==> config.mk <==
export PLATFORM = sky130hd
export DESIGN_NAME = psum_requant_act
export DESIGN_NICKNAME = d
export VERILOG_FILES = /design/src/rtl/psum_requant_act.sv
export SDC_FILE = /design/constraint.sdc
export NUM_CORES = 2
export LEC_CHECK = 0
export ABC_AREA = 1
export ABC_CLOCK_PERIOD_IN_PS = 10650
export BUFFER_PORTS_ARGS = -buffer_cell sky130_fd_sc_hd__buf_4
export CORE_UTILIZATION = 65
export CTS_BUF_LIST = sky130_fd_sc_hd__clkbuf_16
export DETAILED_ROUTE_END_ITERATION = 10
export PLACE_DENSITY_LB_ADDON = 0.08
export SYNTH_ARGS = -nofsm -noshare
export SYNTH_HDL_FRONTEND = slang
export SYNTH_SLANG_ARGS = --single-unit
==> constraint.sdc <==
create_clock -name wclk -period 10.65 [get_ports wclk]
set_clock_uncertainty 0.05 [all_clocks]
set_input_delay 0 -clock wclk [delete_from_list [all_inputs] [get_ports wclk]]
set_output_delay 0 -clock wclk [all_outputs]
set_load 0.01 [all_outputs]
==> src/rtl/psum_requant_act.sv <==
// rtl/psum_requant_act.sv - partial-sum requantiser: bias add, scale multiply, round/shift/saturate, activation
module psum_requant_act #(
    parameter int IN_DW   = 32,
    parameter int OUT_DW  = 8,
    parameter int MULT_DW = 16
) (
    input  logic                      wclk,
    input  logic                      rst_n,
    input  logic                      in_valid,
    output logic                      in_ready,
    input  logic signed [IN_DW-1:0]   psum_32b,
    input  logic signed [IN_DW-1:0]   bias,
    input  logic [MULT_DW-1:0]        scale_mult,
    input  logic [4:0]                shift,
    input  logic [1:0]                act_sel,
    input  logic                      clr_cnt,
    output logic                      out_valid,
    input  logic                      out_ready,
    output logic signed [OUT_DW-1:0]  out_8b,
    output logic                      sat_flag,
    output logic [15:0]               sat_count
);

    localparam int SW = IN_DW + 1;
    localparam int PW = IN_DW + MULT_DW + 1;
    localparam int RW = PW + 1;
    localparam int AW = OUT_DW + 2;

    localparam logic signed [RW-1:0] Q_MAX = RW'((1 << (OUT_DW - 1)) - 1);
    localparam logic signed [RW-1:0] Q_MIN = ~Q_MAX;
    localparam logic signed [AW-1:0] A_MAX = AW'((1 << (OUT_DW - 1)) - 1);
    localparam logic signed [AW-1:0] A_MIN = -A_MAX;
    localparam logic signed [AW-1:0] H_OFF = AW'(1 << (OUT_DW - 2));

    logic en;
    logic accept;

    // One global enable: the whole pipe freezes while the output register is blocked.
    assign en       = !out_valid || out_ready;
    assign in_ready = en;
    assign accept   = in_valid && en;

    // S1: bias add with saturation to the input range
    logic signed [SW-1:0]    sum_full;
    logic signed [IN_DW-1:0] sum_sat;
    logic                    sum_clamp;

    always_comb begin
        sum_full  = {psum_32b[IN_DW-1], psum_32b} + {bias[IN_DW-1], bias};
        sum_clamp = sum_full[SW-1] != sum_full[SW-2];
        sum_sat   = sum_full[IN_DW-1:0];
        if (sum_clamp)
            sum_sat = sum_full[SW-1] ? {1'b1, {(IN_DW-1){1'b0}}} : {1'b0, {(IN_DW-1){1'b1}}};
    end

    logic                    s1_valid;
    logic signed [IN_DW-1:0] s1_sum;
    logic [MULT_DW-1:0]      s1_mult;
    logic [4:0]              s1_shift;
    logic [1:0]              s1_act;
    logic                    s1_sat;

    always_ff @(posedge wclk or negedge rst_n) begin
        if (!rst_n) begin
            s1_valid <= 1'b0;
            s1_sum   <= '0;
            s1_mult  <= '0;
            s1_shift <= '0;
            s1_act   <= '0;
            s1_sat   <= 1'b0;
        end else if (en) begin
            s1_valid <= accept;
            s1_sum   <= sum_sat;
            s1_mult  <= scale_mult;
            s1_shift <= shift;
            s1_act   <= act_sel;
            s1_sat   <= sum_clamp;
        end
    end

    // S2: signed product against the zero-extended unsigned multiplier
    logic signed [PW-1:0] prod_a;
    logic signed [PW-1:0] prod_b;
    logic signed [PW-1:0] prod;

    always_comb begin
        prod_a = PW'(s1_sum);
        prod_b = PW'($signed({1'b0, s1_mult}));
        prod   = prod_a * prod_b;
    end

    logic                 s2_valid;
    logic signed [PW-1:0] s2_prod;
    logic [4:0]           s2_shift;
    logic [1:0]           s2_act;
    logic                 s2_sat;

    always_ff @(posedge wclk or negedge rst_n) begin
        if (!rst_n) begin
            s2_valid <= 1'b0;
            s2_prod  <= '0;
            s2_shift <= '0;
            s2_act   <= '0;
            s2_sat   <= 1'b0;
        end else if (en) begin
            s2_valid <= s1_valid;
            s2_prod  <= prod;
            s2_shift <= s1_shift;
            s2_act   <= s1_act;
            s2_sat   <= s1_sat;
        end
    end

    // S3: round-half-up shift, clamp to the output range, then activation
    logic signed [RW-1:0]     rnd_add;
    logic signed [RW-1:0]     r_sum;
    logic signed [RW-1:0]     r_shr;
    logic signed [OUT_DW-1:0] q;
    logic                     q_clamp;
    logic signed [AW-1:0]     q_ext;
    logic signed [AW-1:0]     act_ext;

    always_comb begin
        rnd_add = '0;
        if (s2_shift != 5'd0)
            rnd_add = RW'(1) <<< (s2_shift - 5'd1);
        r_sum   = RW'(s2_prod) + rnd_add;
        r_shr   = r_sum >>> s2_shift;
        q_clamp = 1'b0;
        q       = r_shr[OUT_DW-1:0];
        if (r_shr > Q_MAX) begin
            q       = Q_MAX[OUT_DW-1:0];
            q_clamp = 1'b1;
        end else if (r_shr < Q_MIN) begin
            q       = Q_MIN[OUT_DW-1:0];
            q_clamp = 1'b1;
        end
        q_ext   = AW'(q);
        act_ext = q_ext;
        case (s2_act)
            2'b01: begin
                if (q_ext[AW-1])
                    act_ext = '0;
            end
            2'b10: begin
                act_ext = (q_ext >>> 1) + H_OFF;
                if (act_ext[AW-1])
                    act_ext = '0;
                else if (act_ext > A_MAX)
                    act_ext = A_MAX;
            end
            2'b11: begin
                act_ext = q_ext <<< 1;
                if (act_ext > A_MAX)
                    act_ext = A_MAX;
                else if (act_ext < A_MIN)
                    act_ext = A_MIN;
            end
            default: act_ext = q_ext;
        endcase
    end

    always_ff @(posedge wclk or negedge rst_n) begin
        if (!rst_n) begin
            out_valid <= 1'b0;
            out_8b    <= '0;
            sat_flag  <= 1'b0;
        end else if (en) begin
            out_valid <= s2_valid;
            out_8b    <= act_ext[OUT_DW-1:0];
            sat_flag  <= s2_valid && (s2_sat || q_clamp);
        end
    end

    always_ff @(posedge wclk or negedge rst_n) begin
        if (!rst_n)
            sat_count <= '0;
        else if (clr_cnt)
            sat_count <= '0;
        else if (out_valid && out_ready && sat_flag && (sat_count != 16'hFFFF))
            sat_count <= sat_count + 16'd1;
    end

endmodule

# Word level (Yosys, flattened, before mapping)
# Index checks and enable logic that the tools add are counted.
dict set report totals {
  word_cells 58
  reg_bits 141
  input_bits 92
}
dict set report classes {
  muxes 15
  n_shift 2
  multipliers 1
  eq_ne 5
  reduce_logical 10
  magnitude_cmp 5
  add_sub_neg 5
}
# operator count
set op_table {}
lappend op_table {{32-bit two-way mux} 2}
lappend op_table {{49-bit by 50-bit adder with 50-bit output} 1}
lappend op_table {{50-bit by 8-bit > comparator with 1-bit output, second input constant} 1}
lappend op_table {{50-bit by 8-bit < comparator with 1-bit output, second input constant} 1}
lappend op_table {{50-bit two-way mux} 1}
lappend op_table {{2-bit by 5-bit <<< shifter with 50-bit output, first input constant} 1}
lappend op_table {{50-bit by 5-bit >>> shifter with 50-bit output} 1}
lappend op_table {{32-bit by 17-bit multiplier with 49-bit output} 1}
lappend op_table {{8-bit two-way mux} 6}
lappend op_table {{32-bit by 32-bit adder with 33-bit output} 1}
lappend op_table {{16-bit two-way mux} 2}
lappend op_table {{8-bit one-hot mux with 3 select lines} 1}
lappend op_table {{9-bit by 8-bit > comparator with 1-bit output, second input constant} 2}
lappend op_table {{16-bit by 1-bit adder with 16-bit output, second input constant} 1}
lappend op_table {{16-bit inequality test, second input constant} 1}
lappend op_table {{7-bit by 8-bit adder with 9-bit output, second input constant} 1}
lappend op_table {{9-bit by 8-bit < comparator with 1-bit output, second input constant} 1}
lappend op_table {{7-bit two-way mux} 1}
lappend op_table {{1-bit logical AND} 5}
lappend op_table {{5-bit nonzero test} 1}
lappend op_table {{5-bit by 1-bit subtractor with 5-bit output, second input constant} 1}
lappend op_table {{2-bit == test, second input constant} 2}
lappend op_table {{2-bit by 1-bit == test with 1-bit output, second input constant} 1}
lappend op_table {{1-bit logical OR} 2}
lappend op_table {{other kinds (4)} 5}

# Longest topological paths before layout
dict set report logic_depth {
  depth_word 13
  depth_mapped 48
  depth_no_buf 46
}

# Least setup slack after synthesis
# No wires, ideal clock.
dict set report synth_timing {
  path_type {register to register}
  startpoint {register s1_sum[10]}
  endpoint {register s2_prod[47]}
  period_less_slack_ns 6.814
  stages_incl_launch_ff 35
  setup_slack_ns 3.836
  n_path_buf 2
  t_arrival_ns 6.699
  required_ns 10.534
  setup_time_ns 0.066
  cell_sequence {dfrtp_1 clkbuf_1 clkbuf_1 nand2_1 fa_1 inv_1 fa_1 inv_1 fa_1 fa_1 inv_1 fa_1 fa_1 ha_1 nand2_1 nor2_1 a211oi_1 nand2_1 a21oi_1 o21ai_1 a21oi_1 inv_1 nand2_1 nand2_1 a21boi_1 o21ai_1 a21boi_1 o21ai_1 a21oi_1 o21ai_1 a21oi_1 o21ai_0 nand2_1 nand3_1 nand2_1}
}
dict set report synth_via {
  elab_chain_cells 1
}
# item line
set synth_lines {}
lappend synth_lines {{start, declared} 57} ;# logic signed [IN_DW-1:0] s1_sum;
lappend synth_lines {{start signal, assigned} 73} ;# s1_sum <= sum_sat;
lappend synth_lines {{32-bit by 17-bit multiplier with 49-bit output} 89} ;# prod = prod_a * prod_b;
lappend synth_lines {{end signal, assigned} 107} ;# s2_prod <= prod;
lappend synth_lines {{end, declared} 93} ;# logic signed [PW-1:0] s2_prod;
# No other way between the ends.
# A chain may end at the register's enable or synchronous reset.

# Final worst setup path
dict set report layout_timing {
  startpoint {register s1_mult[2]}
  endpoint {register s2_prod[47]}
}
dict set report layout_via {
  elab_chain_cells 1
}
# item line
set layout_lines {}
lappend layout_lines {{start, declared} 58} ;# logic [MULT_DW-1:0] s1_mult;
lappend layout_lines {{start signal, assigned} 74} ;# s1_mult <= scale_mult;
lappend layout_lines {{32-bit by 17-bit multiplier with 49-bit output} 89}
# No other way between the ends.

==> impl_metrics.yaml <==
status:
  outcome: "finished, final reports clean"
yosys:
  synth_edf_count: 0
  synth_cells: 4903
  ys_types: 55
  synth-seq-cells: 141
  synth_area_mm2: 0.03325
  synth_seq_area_share: 0.1061
  ys_async_sr_fraction: 1.000
  syn_nets: 5668
  synth_flop_cell: "dfrtp_1"
  avgSynthCellArea_um2: 6.781
  yosysWarnings: 0
floorplanning:
  fp-row-count: 82
  ios: 119
  start_util: 0.6613
  design.core.area_mm2: 0.05027
  chipWidth_um: 228.2
  fp.dieH_um: 228.2
  dieArea_mm2: 0.05205
final_layout:
  syn2layout_area_growth_pct: 7.568
  nFillCells: 4379
  final_cell_mix: "nand2_1, inv_1, fa_1"
  register_area_mm2: 0.003533
  multi_input_area_mm2: 0.02490
  final_common_cell: "nand2_1"
  nNetsFinal: 5695
  drive_gt1_frac: 0.07182
grt:
  antenna_found_initial: 0
  track_usage: 0.3780
  grt_pass1_vias: 30620
  grt_max_degree: 86
  overflow: 0
  grt_pass1_wl_mm: 156.4
detailed_routing:
  drtIter0Drc: 2925
  routed_via_density: 5.532
  drtAntennaViolNets: 0
  vias: 31070
  drc_errors: 0
  post_drt_wl_per_cell_um: 16.89
  first_pass_iters: 6
  routed_wl_mm: 94.87
worst_setup_path:
  cp.required_ps: 11020
  setup.worst_path.start: "s1_mult[2]"
  worst_path_max_delay_cell: "dfrtp_1"
  critPathArrivalTime_ps: 8080
  regToRegSetupSlack_ps: 2940
  end_kind: "flop"
  crit_fanout: 18
  regToRegEndpoint: "s2_prod[47]"
  path_class: "reg -> reg"
  startpoint_type: "flop"
  crit_top_cell: "nand2_1"
  endpoint: "s2_prod[47]"
  r2r.worst_path.cells: 33
  r2r_start: "s1_mult[2]"
  critPathMaxStageDelay_ps: 720
sta:
  final_hold_viol_count: 0
  setup_viol: 0
  rsz0062_at_grt: "no"
  max_freq_mhz: 129.7
  tns_ps: 0
  period_minus_slack_ps: 7709
  relSlewSlack: 0.4028
  slew_violations: 0
  worst_slack_ps: 2941
  max_slew.worst_pin.slew_ps: 895.8
  final.period_utilization: 0.7238
clocking:
  h-tree-depth: 4
  cts_made_buffers: 17
  clock_latency_ps: 500
  clk_pin_slew_ps: 70
  cts-root-buf: "clkbuf_16"
  cts_tree: "built"
  clock_tree.buffer_depth: 2
  cts.sink_count: 141
flow_run:
  max-cap-violations: 0
place:
  globalplace.congestion: 1.009
  pre_cts_slack_ps: 2995
  portBuffers: 118
  dp_hpwl_mm: 74.36
min_path:
  hold_path.class: "in -> reg"
## synth_stat cells (all sizes together), types with 2 or more instances
| library cell | n | area share |
|---|---|---|
| a211oi | 7 | 0.0016 |
| a21boi | 6 | 0.0016 |
| a21o | 6 | 0.0014 |
| a21oi | 163 | 0.025 |
| a22oi | 2 | 0.00045 |
| a31oi | 11 | 0.0021 |
| and2 | 2 | 0.00038 |
| buf | 58 | 0.0087 |
| clkbuf | 170 | 0.019 |
| clkinv | 2 | 0.00023 |
| dfrtp | 141 | 0.11 |
| fa | 491 | 0.30 |
| ha | 182 | 0.068 |
| inv | 1037 | 0.12 |
| nand2 | 1602 | 0.18 |
| nand3 | 465 | 0.075 |
| nand3b | 9 | 0.0020 |
| nand4 | 31 | 0.0058 |
| nor2 | 236 | 0.029 |
| nor3 | 15 | 0.0030 |
| nor4 | 2 | 0.00038 |
| o211ai | 10 | 0.0023 |
| o21a | 4 | 0.00090 |
| o21ai | 132 | 0.020 |
| o21bai | 5 | 0.0011 |
| o221ai | 3 | 0.00079 |
| o31ai | 2 | 0.00045 |
| o41ai | 2 | 0.00053 |
| or2 | 26 | 0.0049 |
| xnor2 | 36 | 0.0095 |
| xor2 | 38 | 0.010 |
## how the worst min path moves through the flow
stage / start / to / slack, ps / cells after the start
3_3_place_gp: rst_n / sat_count[9] / 60 / 1
5_1_grt: bias[28] / s1_sum[28] / 60 / 5
3_5_place_dp: rst_n / sat_count[7] / 70 / 1
2_1_floorplan: rst_n / out_8b[0] / -350 / 0
6_report: bias[28] / s1_sum[28] / 30 / 5
4_1_cts: psum_32b[19] / s1_sum[19] / 3 / 5
## state kept, by name (all words and copies together), names as in the netlist
signal     flops
out_8b         8
out_valid      1
s1_act         2
s1_mult       16
s1_sat         1
s1_shift       5
s1_sum        32
s1_valid       1
s2_act         2
s2_prod       49
s2_sat         1
s2_shift       5
s2_valid       1
sat_count     16
sat_flag       1
## layout make-up
cell class	instances	share of cell area
clock buffer	17	0.01190
inverter	1039	0.1092
multi-input combinational	3495	0.6961
timing repair buffer	236	0.05566
antenna	1	0.00006997
sequential	141	0.09880
tap	672	0.02351
clock inverter	15	0.004723
## worst max-delay path: cells and delay by family (launching register included)
family	cells	cell delay, ps
DFF	1	720
AOI/OAI and AO/OA	12	2040
buffers and inverters	5	620
and+or+nand+nor	9	760
adders and majority gates	7	3440
## routing by layer
layer  GRT usage  wire [um]  up-vias
met2      0.6141      44130     1428
met1      0.5090      39110    14660
li1            -          -    14760
met5           0          0        -
met4      0.1424       3424        0
met3     0.06288       8216      224
## kinds of logic after synthesis
logic type | count (synthesis) | synth area share
xor+xnor | 74 | 0.01949
fa+ha+maj | 673 | 0.3642
simple gates | 2388 | 0.3045
flops | 141 | 0.1061
buf+inv | 1267 | 0.1453
compound gates | 359 | 0.06033
other cells | 1 | 0.0001128
## per-stage QoR
stage | util | area (um^2) | instances | hold slack (ps)
final | 0.7113 | 35760 | 5616 | 33.02
after global routing | 0.7113 | 35760 | 5615 | 57.63
after CTS | 0.7113 | 35760 | 5615 | 3.077
after detailed placement | 0.6824 | 34300 | 5497 | 69.69
after global placement | 0.6824 | 34300 | 5497 | 62.56
after floorplan | - | 33250 | 4903 | -345.6
## what timing repair did
action	CTS	global route
endpoints found under the hold margin	154	0
resized for setup	0	0
buffers inserted	0	0
hold buffers	86	0
Power is not shown: default switching activity piles up to over one toggle a cycle in this logic, so the estimate is an artifact.
